**src/rtl/csdf_rr_acc.sv**
```systemverilog
`default_nettype none
// ============================================================================
// Module      : csdf_rr_acc
// Description : Round-robin arbiter over FLUX cyclo-static dataflow flows.
//               Each firing reads one token from every port of the granted
//               flow. The firing combines those tokens into a value, and
//               that value is accumulated for NUM_OP firings before one
//               tagged result is written downstream.
// Revision    : 1.0 - initial release
// ============================================================================
module csdf_rr_acc #(
  parameter int PORTS  = 2,
  parameter int FLUX   = 2,
  parameter int WIDTH  = 8,
  parameter int NUM_OP = 4,
  parameter int MODE   = 0
) (
  input  logic                          ck,
  input  logic                          rst,
  input  logic [WIDTH*PORTS*FLUX-1:0]   in_data,
  input  logic [PORTS*FLUX-1:0]         in_empty,
  output logic [PORTS*FLUX-1:0]         in_read,
  input  logic                          out0_full,
  output logic                          out0_wr,
  output logic [WIDTH-1:0]              out0_data
);

  localparam int c_tw = (FLUX > 1) ? $clog2(FLUX) : 1;
  localparam int c_dw = WIDTH - c_tw;
  localparam int c_cw = (NUM_OP > 1) ? $clog2(NUM_OP) : 1;
  localparam logic [c_cw-1:0] c_last = c_cw'(NUM_OP - 1);
  localparam logic [c_tw-1:0] c_ptr_rst = c_tw'(FLUX - 1);

  // Combining operator shared by the port fold and the accumulation.
  function automatic logic [c_dw-1:0] f_op(input logic [c_dw-1:0] a,
                                           input logic [c_dw-1:0] b);
    logic [c_dw:0] s;
    s = {1'b0, a} + {1'b0, b};
    if (MODE == 2)      return (a > b) ? a : b;
    else if (MODE == 1) return s[c_dw] ? {c_dw{1'b1}} : s[c_dw-1:0];
    else                return s[c_dw-1:0];
  endfunction

  logic [c_cw-1:0] r_cnt [FLUX];
  logic [c_dw-1:0] r_acc [FLUX];
  logic [c_tw-1:0] r_rr_ptr;

  logic [FLUX-1:0] w_elig;
  logic            w_gnt_vld;
  logic [c_tw-1:0] w_gnt;
  logic [c_dw-1:0] w_v;
  logic [c_dw-1:0] w_n;
  logic            w_gnt_last;

  genvar f;
  generate
    for (f = 0; f < FLUX; f++) begin : g_flow
      logic w_ready;
      // A flow at its completing firing needs room downstream; others do not.
      assign w_ready   = ~|in_empty[f*PORTS +: PORTS];
      assign w_elig[f] = w_ready & ((r_cnt[f] != c_last) | ~out0_full);
      // Read strobes go to every port of the granted flow only.
      assign in_read[f*PORTS +: PORTS] =
        {PORTS{w_gnt_vld & (w_gnt == c_tw'(f)) & ~rst}};
    end
  endgenerate

  // Round-robin search starting after the last granted flow; the descending
  // loop leaves the earliest eligible flow in search order as the winner.
  always_comb begin
    int              idx;
    logic [c_tw-1:0] sel;
    w_gnt_vld = 1'b0;
    w_gnt     = '0;
    idx       = 0;
    sel       = '0;
    for (int i = FLUX; i >= 1; i--) begin
      idx = (int'(r_rr_ptr) + i) % FLUX;
      sel = c_tw'(idx);
      if (w_elig[sel]) begin
        w_gnt_vld = 1'b1;
        w_gnt     = sel;
      end
    end
  end

  // Fold the data fields of the granted flow's ports, then apply to its accumulator.
  always_comb begin
    logic [WIDTH-1:0] tok;
    tok = '0;
    w_v = '0;
    for (int p = 0; p < PORTS; p++) begin
      tok = in_data[(int'(w_gnt) * PORTS + p) * WIDTH +: WIDTH];
      w_v = f_op(w_v, tok[c_dw-1:0]);
    end
    w_n        = f_op(r_acc[w_gnt], w_v);
    w_gnt_last = (r_cnt[w_gnt] == c_last);
  end

  // Per-flow accumulation state, arbitration pointer and output register.
  always_ff @(posedge ck or posedge rst) begin
    if (rst) begin
      for (int i = 0; i < FLUX; i++) begin
        r_cnt[i] <= '0;
        r_acc[i] <= '0;
      end
      r_rr_ptr  <= c_ptr_rst;
      out0_wr   <= 1'b0;
      out0_data <= '0;
    end else begin
      out0_wr <= 1'b0;
      if (w_gnt_vld) begin
        r_rr_ptr <= w_gnt;
        if (w_gnt_last) begin
          out0_wr        <= 1'b1;
          out0_data      <= {w_gnt, w_n};
          r_acc[w_gnt]   <= '0;
          r_cnt[w_gnt]   <= '0;
        end else begin
          r_acc[w_gnt]   <= w_n;
          r_cnt[w_gnt]   <= r_cnt[w_gnt] + 1'b1;
        end
      end
    end
  end

endmodule
`default_nettype wire

```
**config.mk**
```make
export PLATFORM = sky130hd
export DESIGN_NAME = csdf_rr_acc
export DESIGN_NICKNAME = d
export VERILOG_FILES = /design/src/rtl/csdf_rr_acc.sv
export SDC_FILE = /design/constraint.sdc
export NUM_CORES = 1
export LEC_CHECK = 0
export ABC_AREA = 0
export ABC_CLOCK_PERIOD_IN_PS = 5100
export CORE_ASPECT_RATIO = 2
export CORE_MARGIN = 2
export CORE_UTILIZATION = 47
export CTS_CLUSTER_DIAMETER = 60
export DETAILED_ROUTE_END_ITERATION = 12
export GPL_ROUTABILITY_DRIVEN = 0
export GPL_TIMING_DRIVEN = 0
export PLACE_DENSITY = 0.84
export SYNTH_ARGS = -nofsm -noshare
export SYNTH_HDL_FRONTEND = slang
export SYNTH_SLANG_ARGS = --single-unit
```
**constraint.sdc**
```tcl
create_clock -name ck -period 5.1 [get_ports ck]
set_clock_uncertainty 0.2 [all_clocks]
set_input_delay 1.53 -clock ck [delete_from_list [all_inputs] [get_ports ck]]
set_output_delay 1.53 -clock ck [all_outputs]
set_load 0.05 [all_outputs]
```
* After elaboration in Yosys (flattened, before gate mapping)
Cells that the tools add are included.
** Operators by class
- Add/subtract/negate cells :: 6
- $lt $le $gt $ge :: 4
- Eq/ne operators :: 3
- Shift-type cells :: 2
- Mux-type cells :: 24
- Bitwise gates (word level) :: 16
- Reduce and logical (&&, ||, !) cells :: 6
** Operator list (count)
- $shiftx 32x6->7 :: 1
- $shiftx 32x7->7 :: 1
- $mux 7 :: 4
- $add 7x7->7 :: 2
- $and 14x14->14 :: 1
- $bwmux 14 :: 1
- $mux 14 :: 1
- $not 14->14 :: 1
- $mux 1 :: 10
- $mux 2 :: 4
- $demux 7 s1 :: 1
- $and 1x1->1 :: 6
- $and 4x4->4 :: 1
- $bwmux 4 :: 1
- $lt 1x2->1 const B :: 2
- $mux 4 :: 1
- $ne 2x2->1 const B :: 2
- $not 4->4 :: 1
- $reduce_or 2->1 :: 2
- $add 2x1->3 const B :: 1
- $not 1->1 :: 3
- $add 1x1->1 const B :: 2
- $add 2x1->2 const B :: 1
- $demux 2 s1 :: 1
- other kinds (8) :: 10
** Word-level totals
- Bits in registers :: 28
- Output and inout port bits :: 13
- Logic and storage cells :: 68

* Depth between registers and ports, before layout
- Depth after elaboration :: 15
- Gate-level depth with buffers :: 16

* Worst setup path before layout
No wires, ideal clock.
- Path type :: input to output
- Start point :: input in_empty[2]
- End point :: output in_read[3]
- Data arrival time :: 3.400 ns
- Data required time :: 3.370 ns
- Setup slack :: -0.030 ns
- Stages on the path :: 6
- Path through :: a311o_1 -> a21o_1 -> buf_4 -> clkbuf_1 -> nor2_1 -> buf_4
** On the way
- Cells in the longest elaborated chain, start to end :: 9
- Elaborated cells between the ends (all ways) :: 13
** Ends and longest elaborated chain
- start: declaration :: line 21 : input logic [PORTS*FLUX-1:0] in_empty,
- $reduce_or 2->1 (*) :: line 60 : assign w_ready = ~|in_empty[f*PORTS +: PORTS];
- $logic_not 1->1 (*) :: line 60
- $and 1x1->1 (*) :: line 61 : assign w_elig[f] = w_ready & ((r_cnt[f] != c_last) | ~out0_full);
- $mux 1 (not written as such) (2 in series) :: line 80 : if (w_elig[sel]) begin
- $mux 1 (2 in series) :: line 80
- $and 1x1->1 (*) (2 in series) :: line 64 : {PORTS{w_gnt_vld & (w_gnt == c_tw'(f)) & ~rst}};
- end: declaration :: line 22 : output logic [PORTS*FLUX-1:0] in_read,
Every way passes the cells marked *; elsewhere a longest branch is shown, timed or not. The select of a mux whose other input is x is not followed.

* Final worst setup path
- Start point :: input in_empty[0]
- End point :: output in_read[3]
Same word-level chain as after synthesis.

==> out/metrics.cfg <==
[run_status]
outcome=finished, final reports clean

[global_route]
grt.met1_usage=0.2483
global_route.usage.met2=0.4018
grt-ovfl-total=0
busiest_layer=met2
track_usage=0.2183
grtUsageMet3=0.01205
grt_pass1_wl_um=6748
grt_pass1_vias=1517
grt_max_degree=29
antenna_found_initial=0

[sta]
slew_viol_final=0
setup_violations=0
finalCriticalPeriod_ps=4993
max-slew-margin-rel=0.3110
hold_viol=0
max_freq_mhz=200.3
fin_crit_sh=0.9791
worst_pin_slew_ps=1032

[worst_hold_path]
worstHoldStart=out0_data[0]
hold_path_class=reg2reg
whs_path_depth=2
whs_endpoint=out0_data[0]

[route]
drt-wirelength-per-cell_um=14.95
num_vias=1430
drtIter0Drc=56
via_per_inst=5.125
wirelength_um=4172
drc=0
drt-pass1-iter-count=4
ant_nets=0

[finish]
stdcell_count=279
nets=283
antenna_cells=0
layout-drive-gt1-share=0.1565
fill_cells=288
syn_to_final_growth_pct=42.04

[critical_path]
worstSetupPathType=in2out
max_stage_delay_ps=440
critPathSlowestCell=clkdlybuf4s50_1
arrival_ps=3260
start_kind=primary input
regToRegStartpoint=r_cnt[0]
worst_setup_path_end_kind=output port
path_max_fanout=10
cp.required_ps=3370
r2r_cells=15
path_cells=clkdlybuf4s50_1 > a311oi_4 > a21o_1 > buf_6 > buf_2 > nor2_2 > buf_4 > buf_4
rr_endpoint=r_acc[13]
crit_top_cell=buf_4
r2r_setup_slack_ps=1340

[logic_synthesis]
ys.warnings.count=0
synth_nets=225
yosys.area.top_type_share=0.3874
synth_top_area_cell=dfrtp_1
yosysUniqueCellTypes=30
ys_seq_area_frac=0.4024
yosys-top-cells-area=dfrtp_1 (39%), mux2i_1 (12%), fa_1 (8.0%)
synthCells=173
synth_area_um2=1744
synth-seq-cells=28
syn_avg_cell_area_um2=10.08

[placed_design]
portBuffers=47
dp_hpwl_um=3009
dp.cells=269

[clocking]
htree_levels=1
clkTransAtPathRegs_ps=80
clockBufferDepth=2
clockRootBuffer=clkbuf_8
cts_buffers=3
cts_hold_buffers=0
numClockSinks=28
cts_tree=built
clk-insertion-delay-late_ps=280

[power_and_ir_drop]
power_leakage_uw=0.001194
finalPower_uw=1402
power_density_nw_per_um2=565.9
peakVddDrop_mv=0.3567

[die]
start_util=0.4888
ios=52
die_h_um=90.15
die_area_um2=4244
chipWidth_um=47.08
rows=31
fp.coreArea_um2=3568

[flow_run]
maxCapViolations=0

## cells in the mapped netlist
master and count:
dfrtp_1 27, xor2_1 2, dfstp_2 1, a311o_1 1
o21ai_1 2, nor2b_1 1, o2bb2ai_1 1, or3_1 1
nor3_1 2, a22o_1 1, a21o_1 4, a21oi_1 3
xnor2_1 3, nor2_1 3, inv_1 14, mux2i_1 21
clkbuf_1 7, o31ai_1 7, o21ai_0 15, fa_1 7
xor3_1 1, nand2b_1 2, or2_2 2, a311oi_2 1
xnor3_1 1, o31ai_2 1, a311oi_1 1, buf_4 3
nand2_1 32, ha_1 6
## repair_timing
action / in CTS / in global routing
setup endpoints to repair: 12 / 11
pin swaps: 6 / 3
gates resized for setup: 35 / 10
buffers inserted: 3 / 3
## state kept, by name, indices dropped and copies added (netlist names)
signal / flops
r_rr_ptr: 1
r_acc: 14
r_cnt: 4
out0_wr: 1
out0_data: 8
## cell families (layout without fill, tap and decap cells)
logic type | after synthesis | after routing | synth area share
XOR/XNOR | 7 | 7 | 0.05165
multiplexers | 21 | 21 | 0.1205
adder cells (fa/ha/maj) | 13 | 13 | 0.1234
AO/OA/AOI/OAI | 37 | 37 | 0.1413
flip-flops | 28 | 28 | 0.4024
AND/OR/NAND/NOR | 43 | 43 | 0.1026
buffers and inverters | 24 | 81 | 0.05811
## area by class of cell
type	instances	area [µm²]	share of cell area
multi-input cells	121	1022	0.4126
flip-flops and latches	28	701.9	0.2833
repair buffers	53	511.7	0.2066
plain buffers	10	82.58	0.03333
well taps	49	61.31	0.02475
inverters	14	52.55	0.02121
clock buffers	4	45.04	0.01818
## worst max-delay path: cells and delay by family
kind | cells | cell delay (ps)
AO/OA/AOI/OAI | 2 | 540
AND/OR/NAND/NOR | 1 | 60
buffers and inverters | 5 | 1140
## placed cells by master (no fill, tap or decap), types with 4 or more instances in the layout
cell / n
o21ai_0: 12
fa_1: 6
clkbuf_1: 4
dfrtp_1: 27
a21o_1: 4
buf_4: 10
mux2i_1: 19
ha_1: 5
o31ai_1: 7
nand2_1: 32
inv_1: 14
clkdlybuf4s50_1: 42
## power breakdown
| group | leakage (µW) | internal [µW] | switching (µW) |
|---|---|---|---|
| Combinational | 0.000821 | 392 | 492 |
| Sequential | 0.000351 | 322 | 73.4 |
| Clock | 0.0000228 | 56.1 | 66.7 |
## layer usage
layer | vias up | routed length, µm
met3 | 9 | 115
met5 | - | 0
li1 | 702 | -
met1 | 683 | 1528
met4 | 0 | 102
met2 | 36 | 2425
## metrics by stage
| step | cell area (µm²) | hold slack, ps | setup slack (ps) | setup TNS [ps] | util |
|---|---|---|---|---|---|
| after floorplan | 1750 | 247.8 | 177.4 | 0 | - |
| after global placement | 2282 | 258.7 | -997.1 | -8748 | 0.6396 |
| after detailed placement | 2282 | 270.7 | -981.2 | -9209 | 0.6396 |
| after CTS | 2442 | 292.7 | 10.36 | 0 | 0.6844 |
| after global routing | 2477 | 319.8 | -4.126 | -4.126 | 0.6943 |
| final | 2477 | 288.0 | 106.6 | 0 | 0.6943 |
## worst max path at each step
| stage | start | slack (ps) | cells past startpoint | to |
|---|---|---|---|---|
| global route | in_empty[3] | -4 | 16 | r_acc[13] |
| finish | in_empty[0] | 110 | 8 | in_read[3] |
| floorplan | in_empty[2] | 180 | 14 | r_acc[13] |
| detailed placement | out0_full | -980 | 7 | in_read[1] |
| CTS | in_empty[2] | 10 | 16 | r_acc[13] |
| global placement | out0_full | -1000 | 7 | in_read[1] |
Power figures use the tool's default switching activity.
